`config.mk`:
```
export PLATFORM = sky130hd
export DESIGN_NAME = multicycle_control
export DESIGN_NICKNAME = d
export VERILOG_FILES = /design/src/rtl/multicycle_control.sv
export SDC_FILE = /design/constraint.sdc
export NUM_CORES = 1
export LEC_CHECK = 0
export ABC_AREA = 1
export CORE_ASPECT_RATIO = 0.6
export CORE_MARGIN = 1.5
export CORE_UTILIZATION = 47
export CTS_BUF_LIST = sky130_fd_sc_hd__clkbuf_8
export DETAILED_ROUTE_END_ITERATION = 6
export HOLD_SLACK_MARGIN = 0.05
export PLACE_DENSITY = 0.75
export SYNTH_ARGS = -nofsm -noshare
export SYNTH_HDL_FRONTEND = slang
export SYNTH_SLANG_ARGS = --single-unit
```
`constraint.sdc`:
```
create_clock -name clk -period 3.2 [get_ports clk]
set_input_delay 0.32 -clock clk [delete_from_list [all_inputs] [get_ports clk]]
set_output_delay 0.32 -clock clk [all_outputs]
set_load 0.05 [all_outputs]
```
`src/rtl/multicycle_control.sv`:
```
// Multi-cycle DLX control: sequences FETCH/DECODE/EXEC/MEM/WB and drives datapath enables and selects.
// FETCH and MEM stall on mem_ready; mult holds EXEC for MULT_CYCLES cycles; outputs are combinational from registers.
module multicycle_control #(
    parameter int MULT_CYCLES = 4,
    parameter int CNT_W       = 8
) (
    input  logic       clk,
    input  logic       reset,
    input  logic [5:0] opc,
    input  logic [5:0] func,
    input  logic       alu_zero,
    input  logic       mem_ready,
    output logic       ir_write,
    output logic       pc_write,
    output logic [1:0] pc_src,
    output logic       mem_read,
    output logic       mem_write,
    output logic       iord,
    output logic       reg_write,
    output logic [1:0] reg_dst,
    output logic [1:0] mem_to_reg,
    output logic       alu_src,
    output logic [3:0] alu_op,
    output logic       cond,
    output logic [2:0] cond_op,
    output logic       ext_op,
    output logic [1:0] dsize,
    output logic       dext_op,
    output logic       lhi,
    output logic       mult_start,
    output logic       illegal,
    output logic [2:0] state
);

    typedef enum logic [2:0] {FETCH = 3'd0, DECODE = 3'd1, EXEC = 3'd2, MEM = 3'd3, WB = 3'd4} state_t;
    typedef enum logic [3:0] {
        C_NOP, C_ALU, C_SET, C_LHI, C_LOAD, C_STORE, C_BEQZ, C_BNEZ,
        C_J, C_JR, C_JAL, C_JALR, C_MULT
    } cls_t;

    state_t           cur, nxt;
    cls_t             cls_q, d_cls;
    logic             rtype_q, ext_q, dext_q, illegal_q, exec_first;
    logic [3:0]       alu_op_q, d_alu;
    logic [2:0]       cond_op_q, d_cond;
    logic [1:0]       dsize_q, d_dsize;
    logic             d_ext, d_dext, d_bad;
    logic [CNT_W-1:0] cnt;

    // Set-class ops share the same ordering in func[2:0] (R-type) and opc[2:0] (immediate).
    function automatic logic [2:0] set_code(input logic [2:0] idx);
        case (idx)
            3'd0:    return 3'b000;
            3'd1:    return 3'b001;
            3'd2:    return 3'b011;
            3'd3:    return 3'b101;
            3'd4:    return 3'b010;
            default: return 3'b100;
        endcase
    endfunction

    always_comb begin
        d_cls   = C_NOP;
        d_alu   = 4'b0000;
        d_cond  = 3'b000;
        d_ext   = 1'b1;
        d_dsize = 2'b00;
        d_dext  = 1'b1;
        d_bad   = 1'b0;
        case (opc)
            6'h00: case (func)
                6'h04:        begin d_cls = C_ALU; d_alu = 4'b1000; end
                6'h06:        begin d_cls = C_ALU; d_alu = 4'b1001; end
                6'h07:        begin d_cls = C_ALU; d_alu = 4'b1010; end
                6'h20, 6'h21: d_cls = C_ALU;
                6'h22, 6'h23: begin d_cls = C_ALU; d_alu = 4'b0001; end
                6'h24:        begin d_cls = C_ALU; d_alu = 4'b0100; end
                6'h25:        begin d_cls = C_ALU; d_alu = 4'b0101; end
                6'h26:        begin d_cls = C_ALU; d_alu = 4'b0110; end
                6'h28, 6'h29, 6'h2A, 6'h2B, 6'h2C, 6'h2D: begin
                    d_cls = C_SET; d_alu = 4'b0001; d_cond = set_code(func[2:0]);
                end
                6'h0E, 6'h16: d_cls = C_MULT;
                6'h15:        d_cls = C_NOP;
                default:      d_bad = 1'b1;
            endcase
            6'h02: d_cls = C_J;
            6'h03: d_cls = C_JAL;
            6'h04: d_cls = C_BEQZ;
            6'h05: d_cls = C_BNEZ;
            6'h12: d_cls = C_JR;
            6'h13: d_cls = C_JALR;
            6'h08: d_cls = C_ALU;
            6'h09: begin d_cls = C_ALU; d_ext = 1'b0; end
            6'h0A: begin d_cls = C_ALU; d_alu = 4'b0001; end
            6'h0B: begin d_cls = C_ALU; d_alu = 4'b0001; d_ext = 1'b0; end
            6'h0C: begin d_cls = C_ALU; d_alu = 4'b0100; end
            6'h0D: begin d_cls = C_ALU; d_alu = 4'b0101; end
            6'h0E: begin d_cls = C_ALU; d_alu = 4'b0110; end
            6'h0F: d_cls = C_LHI;
            6'h14: begin d_cls = C_ALU; d_alu = 4'b1000; end
            6'h16: begin d_cls = C_ALU; d_alu = 4'b1001; end
            6'h17: begin d_cls = C_ALU; d_alu = 4'b1010; end
            6'h18, 6'h19, 6'h1A, 6'h1B, 6'h1C, 6'h1D: begin
                d_cls = C_SET; d_alu = 4'b0001; d_cond = set_code(opc[2:0]);
            end
            6'h20: d_cls = C_LOAD;
            6'h21: begin d_cls = C_LOAD; d_dsize = 2'b01; end
            6'h23: begin d_cls = C_LOAD; d_dsize = 2'b11; end
            6'h24: begin d_cls = C_LOAD; d_dext = 1'b0; end
            6'h25: begin d_cls = C_LOAD; d_dsize = 2'b01; d_dext = 1'b0; end
            6'h28: d_cls = C_STORE;
            6'h29: begin d_cls = C_STORE; d_dsize = 2'b01; end
            6'h2B: begin d_cls = C_STORE; d_dsize = 2'b11; end
            default: d_bad = 1'b1;
        endcase
    end

    always_ff @(posedge clk) begin
        if (reset) begin
            cur        <= FETCH;
            cls_q      <= C_NOP;
            rtype_q    <= 1'b0;
            alu_op_q   <= 4'b0000;
            cond_op_q  <= 3'b000;
            ext_q      <= 1'b0;
            dsize_q    <= 2'b00;
            dext_q     <= 1'b0;
            illegal_q  <= 1'b0;
            cnt        <= '0;
            exec_first <= 1'b0;
        end else begin
            cur        <= nxt;
            exec_first <= (cur == DECODE);
            if (cur == DECODE) begin
                cls_q     <= d_cls;
                rtype_q   <= (opc == 6'h00);
                alu_op_q  <= d_alu;
                cond_op_q <= d_cond;
                ext_q     <= d_ext;
                dsize_q   <= d_dsize;
                dext_q    <= d_dext;
                cnt       <= CNT_W'(MULT_CYCLES - 1);
                if (d_bad) illegal_q <= 1'b1;
            end else if (cur == EXEC && cnt != '0) begin
                cnt <= cnt - CNT_W'(1);
            end
        end
    end

    always_comb begin
        nxt        = cur;
        ir_write   = 1'b0;
        pc_write   = 1'b0;
        pc_src     = 2'b00;
        mem_read   = 1'b0;
        mem_write  = 1'b0;
        iord       = 1'b0;
        reg_write  = 1'b0;
        reg_dst    = 2'b00;
        mem_to_reg = 2'b00;
        alu_src    = 1'b0;
        mult_start = 1'b0;
        alu_op     = alu_op_q;
        cond_op    = cond_op_q;
        ext_op     = ext_q;
        dsize      = dsize_q;
        dext_op    = dext_q;
        illegal    = illegal_q;
        state      = cur;
        cond       = (cur == EXEC || cur == WB) && cls_q == C_SET;
        lhi        = (cur == EXEC || cur == WB) && cls_q == C_LHI;
        case (cur)
            FETCH: begin
                mem_read = 1'b1;
                if (mem_ready) begin
                    ir_write = 1'b1;
                    pc_write = 1'b1;
                    nxt      = DECODE;
                end
            end
            DECODE: nxt = d_bad ? FETCH : EXEC;
            EXEC: case (cls_q)
                C_ALU, C_SET, C_LHI: begin alu_src = ~rtype_q; nxt = WB; end
                C_LOAD, C_STORE:     begin alu_src = 1'b1; nxt = MEM; end
                C_BEQZ: begin pc_write = alu_zero;  pc_src = 2'b01; nxt = FETCH; end
                C_BNEZ: begin pc_write = ~alu_zero; pc_src = 2'b01; nxt = FETCH; end
                C_J:    begin pc_write = 1'b1; pc_src = 2'b10; nxt = FETCH; end
                C_JR:   begin pc_write = 1'b1; pc_src = 2'b11; nxt = FETCH; end
                C_JAL, C_JALR: begin
                    pc_write   = 1'b1;
                    pc_src     = (cls_q == C_JAL) ? 2'b10 : 2'b11;
                    reg_write  = 1'b1;
                    reg_dst    = 2'b10;
                    mem_to_reg = 2'b10;
                    nxt        = FETCH;
                end
                C_MULT: begin
                    mult_start = exec_first;
                    if (cnt == '0) nxt = WB;
                end
                default: nxt = FETCH;
            endcase
            MEM: begin
                mem_read  = (cls_q == C_LOAD);
                mem_write = (cls_q == C_STORE);
                iord      = 1'b1;
                if (mem_ready) nxt = (cls_q == C_LOAD) ? WB : FETCH;
            end
            WB: begin
                reg_write  = 1'b1;
                reg_dst    = rtype_q ? 2'b01 : 2'b00;
                mem_to_reg = (cls_q == C_LOAD) ? 2'b01 : (cls_q == C_MULT) ? 2'b11 : 2'b00;
                nxt        = FETCH;
            end
            default: nxt = FETCH;
        endcase
        if (reset) begin
            nxt        = FETCH;
            ir_write   = 1'b0;
            pc_write   = 1'b0;
            pc_src     = 2'b00;
            mem_read   = 1'b0;
            mem_write  = 1'b0;
            iord       = 1'b0;
            reg_write  = 1'b0;
            reg_dst    = 2'b00;
            mem_to_reg = 2'b00;
            alu_src    = 1'b0;
            mult_start = 1'b0;
            alu_op     = 4'b0000;
            cond_op    = 3'b000;
            ext_op     = 1'b0;
            dsize      = 2'b00;
            dext_op    = 1'b0;
            illegal    = 1'b0;
            state      = 3'd0;
            cond       = 1'b0;
            lhi        = 1'b0;
        end
    end

endmodule

```
==> impl_metrics.py, run 1 <==
metrics = {
    "critical_path": {
        "start_kind": "flip-flop",
        "cp_data_arrival_time_ns": 2.34,
        "crit_chain": "inv_1 -> nor3_1 -> inv_1 -> nor2_1 -> clkdlybuf4s50_1",
        "cp_common_cell": "inv_1",
        "crit_type": "reg -> out",
        "critPathMaxStageDelay_ns": 0.82,
        "path_buf_inv": 3,
        "worstPathRequired_ns": 2.88,
        "critPathTopFamily": "buffers and inverters",
        "critPathMaxFanout": 5,
        "slowest_stage": "clkdlybuf4s50_1",
        "cp-end-kind": "output pin",
    },
    "routing": {
        "drcViolationCount": 0,
        "wl_met3_um": 617,
        "drt-met1-wl_um": 3163,
        "drt-wirelength-per-cell_um": 12.86,
        "via_count": 2553,
        "highest_layer": "met4",
        "wl_met2_um": 2349,
        "wirelength_um": 6160,
        "drt-vias-per-instance": 5.330,
        "drt_pass1_iterations": 4,
        "drtAntennaViolNets": 0,
        "drtIter0Drc": 176,
    },
    "synth": {
        "synth_most_common_cell": "nand2_1",
        "yosysSeqAreaShare": 0.2650,
        "synth_compound_gate_area_share": 0.1553,
        "yosys_register_bits": 29,
        "async_reset_ff_frac": 0,
        "synthFlopType": "dfxtp_1",
        "yosys_warnings": 0,
        "synthesis.area_um2": 2191,
        "synthTopCellsByCount": "nand2_1, nor2_1, inv_1, dfxtp_1, nand3_1",
        "synth_fp_nets": 387,
        "synth_xor_area_frac": 0.003998,
        "syn_area_per_cell_um2": 5.937,
        "synth.mux.area_fraction": 0,
        "syn_inst": 369,
        "synth_simple_gate_area_frac": 0.4449,
        "synthAdderAreaFrac": 0.01142,
        "yosysTopAreaCellShare": 0.2650,
        "synthTopCellsByArea": "dfxtp_1, nand2_1, nor2_1, inv_1, nand3_1",
        "synth_top_area_cell": "dfxtp_1",
        "synth_top_family_by_area": "simple AND/OR/NAND/NOR gates",
        "netlist-cell-type-count": 35,
        "synth_edf_count": 0,
    },
    "timing": {
        "slew_headroom": 0.4794,
        "finalWorstSetupSlack_ns": 0.5414,
        "finalHoldViolCount": 0,
        "finalMaxSlewViolations": 0,
        "holdWs_ns": 0.4761,
        "finalClockSkew_ns": 0.007404,
        "setup_tns_ns": 0,
        "setup_violations": 0,
        "fmax_mhz": 376.1,
        "tightest_slew_ns": 0.7785,
        "fin_crit_sh": 0.8308,
        "min_period_ns": 2.659,
        "rsz0062_at_grt": "false",
    },
    "pwr": {
        "powerDensity_nw_per_um2": 373.2,
        "p_leak_uw": 0.001294,
        "peakVddDrop_uv": 337.0,
        "power_uw": 1076,
    },
    "floorplanning": {
        "core.rowCount": 18,
        "die_h_um": 55.89,
        "die_w_um": 91.14,
        "coreArea_um2": 4279,
        "start_util": 0.5120,
        "io_pins": 47,
        "die_area_um2": 5093,
    },
    "grt": {
        "grt_pass1_vias": 2219,
        "antenna_found_initial": 0,
        "grt.overflow.total": 0,
        "grt_pass1_wl_um": 10450,
        "grt_max_degree": 22,
        "grt_usage": 0.2532,
    },
    "cts": {
        "cts_buffers": 5,
        "cts.clk_slew.worst_paths_ns": 0.06,
        "holdBufCountCts": 0,
        "clock_latency_ns": 0.29,
        "htreeDepth": 2,
        "cts-root-buf": "clkbuf_8",
        "post_cts_resized": 0,
        "cts_tree": "built",
        "max-clock-path-buffers": 2,
        "cts_setup_buffers": 0,
        "cts.sinks": 29,
    },
    "placed_design": {
        "port_buffers": 46,
        "finalWeightedCongestion": 0.9648,
        "dp_slack_ns": 0.5522,
        "placed_area_um2": 2766,
        "dp_hpwl_um": 4922,
    },
    "hold_path": {
        "hp-class": "reg -> reg",
    },
    "cells_and_area": {
        "drive_gt1_frac": 0.1432,
        "antenna_cells": 0,
        "final_area_um2": 2883,
        "nets": 436,
        "area_growth_pct": 31.58,
    },
    "status": {
        "status": "finished clean",
    },
    "run": {
        "maxCapViolations": 0,
    },
}
where the power goes:
group / internal (uW) / switching, uW
registers: 382 / 13.1
clock network: 250 / 140
logic: 89.4 / 201
total: 722 / 354
routing by layer:
| metal | GRT usage | up-vias |
|---|---|---|
| met4 | 0.05580 | 0 |
| met3 | 0.06148 | 4 |
| met1 | 0.3918 | 1115 |
| met5 | 0 | - |
| met2 | 0.3454 | 136 |
| li1 | - | 1298 |
kinds of logic (layout without fill, tap and decap cells):
| logic type | count (synthesis) | count (layout) |
|---|---|---|
| AND/OR/NAND/NOR | 213 | 213 |
| buffers and inverters | 69 | 119 |
| AO/OA/AOI/OAI | 55 | 55 |
| flip-flops | 29 | 29 |
| adder cells (fa/ha/maj) | 2 | 2 |
| XOR/XNOR | 1 | 1 |
final cells by class:
| cell class | instances | area (um^2) |
|---|---|---|
| Clock buffer | 6 | 82.58 |
| Sequential cell | 29 | 580.6 |
| Clock inverter | 2 | 33.78 |
| Multi-Input combinational cell | 271 | 1351 |
| Tap cell | 60 | 75.07 |
| Timing Repair Buffer | 48 | 523.0 |
| Fill cell | 411 | 1396 |
| Inverter | 63 | 236.5 |
tightest hold or removal path: cells and delay by family, from the launching register on:
family,cells,cell delay [ns]
AO/OA/AOI/OAI,1,0.05
AND/OR/NAND/NOR,1,0.07
flip-flops,1,0.31
worst paths after layout:
check | endpoint | cells after the start | from | slack [ns]
worst max-delay path | iord | 5 | cur[1]$_SDFFE_PP0P_ | 0.54
worst max register to register | cnt[7]$_SDFFE_PP0P_ | 8 | cur[2]$_SDFFE_PP0P_ | 1.59
worst min register to register | cnt[2]$_SDFFE_PP0P_ | 2 | cnt[2]$_SDFFE_PP0P_ | 0.48
worst min-delay path | cnt[2]$_SDFFE_PP0P_ | 2 | cnt[2]$_SDFFE_PP0P_ | 0.48
through the flow:
stage | std cells | util
final | 479 | 0.6737
after global routing | 479 | 0.6737
after CTS | 479 | 0.6737
after detailed placement | 471 | 0.6465
after global placement | 471 | 0.6465
after floorplan | 369 | -
registers in the layout, indices dropped and copies added, names as in the netlist:
register    count
alu_op_q        4
dsize_q         2
cond_op_q       3
dext_q          1
illegal_q       1
ext_q           1
cls_q           4
cur             3
rtype_q         1
exec_first      1
cnt             8
cells in the final DEF (no fill, tap or decap), types with 2 or more instances in the layout:
| cell type | count |
|---|---|
| nor2_2 | 5 |
| o211ai_1 | 2 |
| nand3_1 | 28 |
| buf_12 | 8 |
| dfxtp_1 | 29 |
| o21ai_0 | 16 |
| nor3_1 | 13 |
| nor2_1 | 59 |
| nand2_2 | 3 |
| o22ai_1 | 5 |
| o221ai_1 | 3 |
| clkbuf_8 | 6 |
| a21oi_1 | 16 |
| inv_1 | 54 |
| buf_4 | 15 |
| o21ai_1 | 3 |
| a31oi_1 | 2 |
| nand4_1 | 8 |
| clkdlybuf4s50_1 | 25 |
| nand2_1 | 87 |
| nor3b_2 | 3 |
| a22oi_1 | 3 |
| ha_1 | 2 |
| inv_2 | 10 |
| nor2_4 | 2 |
Note: power is estimated with default switching activity, not from simulation.
==> inputs of run 2 (changes only) <==
clock period = 2.8 ns   (was 3.2 ns; I/O delays follow)
==> run 2 against run 1 <==
Net effect: worst setup slack worse by 0.12 ns; critical path depth unchanged; final cell count unchanged; utilization rose by 5.5 points; clock skew hardly changed; final area grew 8.2%; highest routed layer unchanged.
==> impl_metrics.py, run 2 (synthesis gave the netlist of run 1 again) <==
metrics = {
    "status": {
        "status": "finished clean",
    },
    "cts": {
        "cts.sinks": 29,
        "clock_latency_ns": 0.28,
        "cts-root-buf": "clkbuf_8",
        "cts.clk_slew.worst_paths_ns": 0.07,
        "max-clock-path-buffers": 2,
        "post_cts_resized": 0,
        "cts_tree": "built",
        "cts_buffers": 5,
        "htreeDepth": 2,
        "cts_setup_buffers": 0,
        "holdBufCountCts": 0,
    },
    "grt": {
        "grt_pass1_vias": 2432,
        "grt_max_degree": 20,
        "grt.overflow.total": 0,
        "grt_pass1_wl_um": 11270,
        "grt_usage": 0.2783,
        "antenna_found_initial": 0,
    },
    "timing": {
        "finalClockSkew_ns": 0.007371,
        "tightest_slew_ns": 0.5677,
        "fin_crit_sh": 0.8478,
        "setup_violations": 0,
        "fmax_mhz": 421.2,
        "setup_tns_ns": 0,
        "min_period_ns": 2.374,
        "rsz0062_at_grt": "false",
        "slew_headroom": 0.6180,
        "finalMaxSlewViolations": 0,
        "finalHoldViolCount": 0,
    },
    "floorplanning": {
        "core.rowCount": 18,
        "io_pins": 47,
        "coreArea_um2": 4279,
        "start_util": 0.5120,
        "die_w_um": 91.14,
        "die_h_um": 55.89,
        "die_area_um2": 5093,
    },
    "cells_and_area": {
        "area_growth_pct": 42.32,
        "largest_reg_flops": 8,
        "mostFrequentLayoutCell": "nand2_1",
        "final_area_um2": 3118,
        "final_cell_mix": "nand2_1, nor2_1, inv_1, buf_12, dfxtp_1",
        "reg_top3": "cnt x8, alu_op_q x4, cls_q x4",
        "nets": 436,
        "drive_gt1_frac": 0.1718,
        "regMostFlops": "cnt",
        "antenna_cells": 0,
    },
    "routing": {
        "drt_pass1_iterations": 5,
        "drt-wirelength-per-cell_um": 14.49,
        "drt-vias-per-instance": 5.470,
        "drcViolationCount": 0,
        "via_count": 2620,
        "wirelength_um": 6941,
        "drtIter0Drc": 213,
        "drtAntennaViolNets": 0,
    },
    "hold_path": {
        "hp-class": "reg -> reg",
    },
    "critical_path": {
        "crit_type": "reg -> out",
        "path_buf_inv": 3,
        "cp_common_cell": "inv_1",
        "r2r_cells": 8,
        "critPathMaxStageDelay_ns": 0.51,
        "critPathMaxFanout": 5,
        "rrSetupSlack_ns": 1.13,
        "critical_path.endpoint": "mem_write",
        "cp_data_arrival_time_ns": 2.09,
        "r2r-start": "cur[0]$_SDFFE_PP0P_",
        "r2r_end": "alu_op_q[1]$_SDFFE_PP0P_",
        "crit_chain": "inv_1 -> nor3_1 -> inv_1 -> nor4_1 -> buf_12",
        "critPathTopFamily": "simple AND/OR/NAND/NOR gates",
        "cp.depth": 5,
        "slowest_stage": "nor4_1",
        "cp-end-kind": "output pin",
        "worstPathRequired_ns": 2.52,
        "start_kind": "flip-flop",
        "startpoint": "cur[1]$_SDFFE_PP0P_",
    },
    "run": {
        "maxCapViolations": 0,
    },
    "placed_design": {
        "dp_hpwl_um": 5585,
        "port_buffers": 46,
        "placed_area_um2": 3032,
        "finalWeightedCongestion": 0.9966,
    },
    "pwr": {
        "p_leak_uw": 0.001360,
        "peakVddDrop_uv": 280.3,
        "powerDensity_nw_per_um2": 371.8,
    },
}
run 2: cell count changes in the layout (fill, tap and decap cells not counted), sizes merged:
cell / change
clkbuf: -1
clkinvlp: +1
clkdlybuf4s50: -10
buf: +10
clkinv: +2
inv: -1
bufinv: -1
run 2: layer usage:
| layer | global-route usage | part of all wire | vias up |
|---|---|---|---|
| li1 | - | - | 1299 |
| met1 | 0.3940 | 0.48 | 1143 |
| met2 | 0.3881 | 0.41 | 161 |
| met3 | 0.08880 | 0.094 | 17 |
| met4 | 0.1071 | 0.016 | 0 |
| met5 | 0 | 0 | - |
run 2: worst min-delay path by stage:
stage                                    from                     to  slack, ns  cells after the start
final                     cnt[2]$_SDFFE_PP0P_    cnt[2]$_SDFFE_PP0P_       0.47                      2
after global routing      cnt[2]$_SDFFE_PP0P_    cnt[2]$_SDFFE_PP0P_       0.50                      2
after CTS                 cnt[2]$_SDFFE_PP0P_    cnt[2]$_SDFFE_PP0P_       0.47                      2
after detailed placement  cnt[2]$_SDFFE_PP0P_    cnt[2]$_SDFFE_PP0P_       0.46                      2
after global placement    cnt[2]$_SDFFE_PP0P_    cnt[2]$_SDFFE_PP0P_       0.45                      2
after floorplan                         reset  exec_first$_SDFF_PP0_       0.36                      1
run 2: area by class of cell:
class                           count  area [um^2]
Tap cell                           60        75.07
Clock buffer                        5        68.82
Sequential cell                    29        580.6
Timing Repair Buffer               48        785.8
Clock inverter                      3        17.52
Multi-Input combinational cell    271         1354
Inverter                           63        236.5
Fill cell                         357         1161
run 2: worst reg2reg max path: stages, from the launching register on:
cell     delay [ns]
dfxtp_1        0.39
inv_1          0.13
nor3_4         0.27
inv_2          0.17
nor2_8         0.17
inv_2          0.11
a21oi_2        0.16
nand2_1        0.09
o21ai_0        0.10
run 2: report_power, final:
part / switching [uW] / internal, uW / leakage, uW
clock: 168 / 171 / 0.0000439
sequential: 15.7 / 437 / 0.000236
combinational: 240 / 128 / 0.00108
run 2: per-stage QoR:
step / hold WS (ns) / util / total power, uW / std cells / setup slack, ns
final: 0.4657 / 0.7287 / 1159 / 479 / 0.4261
after global routing: 0.4950 / 0.7287 / 1211 / 479 / 0.3491
after CTS: 0.4651 / 0.7287 / 1157 / 479 / 0.4544
after detailed placement: 0.4550 / 0.7085 / 822.4 / 471 / 0.6907
after global placement: 0.4484 / 0.7085 / 814.8 / 471 / 0.7226
after floorplan: 0.3631 / - / 685.6 / 369 / 0.01314
==> inputs of run 3 (changes only) <==
PLACE_DENSITY = 0.78   (was 0.75)
clock period = 2.1 ns   (was 2.8 ns; I/O delays follow)
==> run 3 against run 2 <==
Net effect: utilization up 2.0 points; clock-buffer cell count increased by 2; flip-flop and latch count did not move; largest power group unchanged; worst setup slack worse by 0.32 ns; non-clock buffer count rose by 3; register-to-register slack lost 0.72 ns; sequential power rose by 34%; largest cell class unchanged.
==> impl_metrics.py, run 3 (synthesis gave the netlist of run 1 again) <==
metrics = {
    "timing": {
        "fin_crit_sh": 0.9503,
        "setup_violations": 0,
        "fmax_mhz": 501.1,
        "finalHoldViolCount": 0,
        "rsz0062_at_grt": "false",
        "slew_headroom": 0.7336,
        "min_period_ns": 1.996,
        "tightest_slew_ns": 0.3966,
        "finalMaxSlewViolations": 0,
        "setup_tns_ns": 0,
        "finalWorstSetupSlack_ns": 0.1044,
        "finalClockSkew_ns": 0.004608,
    },
    "grt": {
        "grt_max_degree": 19,
        "grt_pass1_wl_um": 11670,
        "grt.overflow.total": 0,
        "met1_usage": 0.4101,
        "grt_usage": 0.2881,
        "grt_util_met2": 0.4392,
        "busiest_layer": "met2",
        "antenna_found_initial": 0,
        "met3_usage": 0.07787,
        "grt_pass1_vias": 2428,
    },
    "cts": {
        "cts-root-buf": "clkbuf_8",
        "cts.sinks": 29,
        "clock_latency_ns": 0.28,
        "cts.clk_slew.worst_paths_ns": 0.06,
        "cts_buffers": 5,
        "max-clock-path-buffers": 2,
        "holdBufCountCts": 0,
        "htreeDepth": 2,
        "cts_tree": "built",
        "cts_setup_buffers": 0,
    },
    "routing": {
        "drt_pass1_iterations": 5,
        "drtAntennaViolNets": 0,
        "wirelength_um": 7082,
        "drcViolationCount": 0,
        "via_count": 2680,
        "drt-vias-per-instance": 5.560,
        "drt-wirelength-per-cell_um": 14.69,
        "drtIter0Drc": 193,
    },
    "critical_path": {
        "critPathMaxFanout": 5,
        "crit_chain": "inv_1 -> nor3_1 -> buf_4 -> nand2_1 -> a21oi_1 -> buf_12",
        "worstPathRequired_ns": 1.89,
        "path_buf_inv": 3,
        "start_kind": "flip-flop",
        "cp-end-kind": "output pin",
        "rrSetupSlack_ns": 0.41,
        "r2r_cells": 8,
        "critPathMaxStageDelay_ns": 0.43,
        "cp_data_arrival_time_ns": 1.79,
        "slowest_stage": "dfxtp_2",
        "cp.depth": 6,
        "r2r-start": "cur[2]$_SDFFE_PP0P_",
        "crit_type": "reg -> out",
        "r2r_end": "cnt[7]$_SDFFE_PP0P_",
        "critPathTopFamily": "buffers and inverters",
    },
    "hold_path": {
        "min_from": "cnt[2]$_SDFFE_PP0P_",
        "hp-class": "reg -> reg",
        "holdPathStages": 2,
        "min_to": "cnt[2]$_SDFFE_PP0P_",
    },
    "cells_and_area": {
        "mostFrequentLayoutCell": "nand2_1",
        "reg_top3": "cnt x8, alu_op_q x4, cls_q x4",
        "antenna_cells": 0,
        "drive_gt1_frac": 0.1967,
        "final_cell_mix": "nand2_1, nor2_1, inv_1, buf_12",
        "largest_reg_flops": 8,
        "final_area_um2": 3202,
        "regMostFlops": "cnt",
        "area_growth_pct": 46.15,
        "nets": 439,
    },
    "run": {
        "maxCapViolations": 0,
    },
    "placed_design": {
        "dp_slack_ns": 0.07387,
        "finalWeightedCongestion": 0.9768,
        "dp_hpwl_um": 5638,
        "placed_area_um2": 3093,
        "port_buffers": 46,
    },
    "pwr": {
        "powerDensity_nw_per_um2": 503.1,
        "p_leak_uw": 0.001395,
        "peakVddDrop_uv": 508.5,
    },
    "floorplanning": {
        "die_h_um": 55.89,
        "start_util": 0.5120,
        "coreArea_um2": 4279,
        "die_w_um": 91.14,
        "die_area_um2": 5093,
        "core.rowCount": 18,
        "io_pins": 47,
    },
    "status": {
        "status": "finished clean",
    },
}
## run 3: cell types whose count changed in the layout (fill, tap and decap cells not counted), sizes merged
cell      before  now
buf           33   36
clkinvlp       1    0
clkinv         2    1
clkbuf         5    7
## run 3: per-layer routing
| metal | share of wire | routed length, um |
|---|---|---|
| met5 | 0 | 0 |
| met2 | 0.42 | 3008 |
| met4 | 0.0089 | 63 |
| met3 | 0.11 | 766 |
| met1 | 0.46 | 3244 |
## run 3: power by group
part | switching, uW | internal (uW) | total, uW
logic | 327 | 174 | 501
registers | 21.4 | 583 | 604
clock network | 210 | 296 | 506
## run 3: layout make-up
class                           instances  area (um^2)
Tap cell                               60        75.07
Inverter                               63        236.5
Sequential cell                        29        581.8
Multi-Input combinational cell        271         1399
Timing Repair Buffer                   51        808.3
Clock inverter                          1        5.005
Fill cell                             313         1077
Clock buffer                            7        96.34
## run 3: worst max path at each step
stage,startpoint,endpoint,slack [ns]
final,cur[1]$_SDFFE_PP0P_,mem_read,0.10
after global routing,cls_q[2]$_SDFFE_PP0P_,pc_write,0.006
after CTS,cls_q[2]$_SDFFE_PP0P_,pc_write,0.08
after detailed placement,opc[2],cur[1]$_SDFFE_PP0P_,0.07
after global placement,opc[2],cur[1]$_SDFFE_PP0P_,0.11
after floorplan,cur[1]$_SDFFE_PP0P_,reg_write,0.02
## run 3: worst reg2reg max path, delay by kind of cell (launching register included)
kind	cells	cell delay, ns
AO/OA/AOI/OAI	1	0.33
flip-flops	1	0.40
buffers and inverters	1	0.08
AND/OR/NAND/NOR	6	0.76
## run 3: metrics by stage
stage | utilization | total power [uW] | hold slack [ns] | instances
after detailed placement | 0.7228 | 1103 | 0.4636 | 474
after global routing | 0.7482 | 1687 | 0.5059 | 482
final | 0.7482 | 1611 | 0.4679 | 482
after floorplan | - | 918.0 | 0.2931 | 369
after global placement | 0.7228 | 1094 | 0.4507 | 474
after CTS | 0.7468 | 1604 | 0.4724 | 482
## run 3: repair_timing
item,CTS,global route
resized for setup,1,2
endpoints found under the setup margin,1,4
pin swaps,0,0
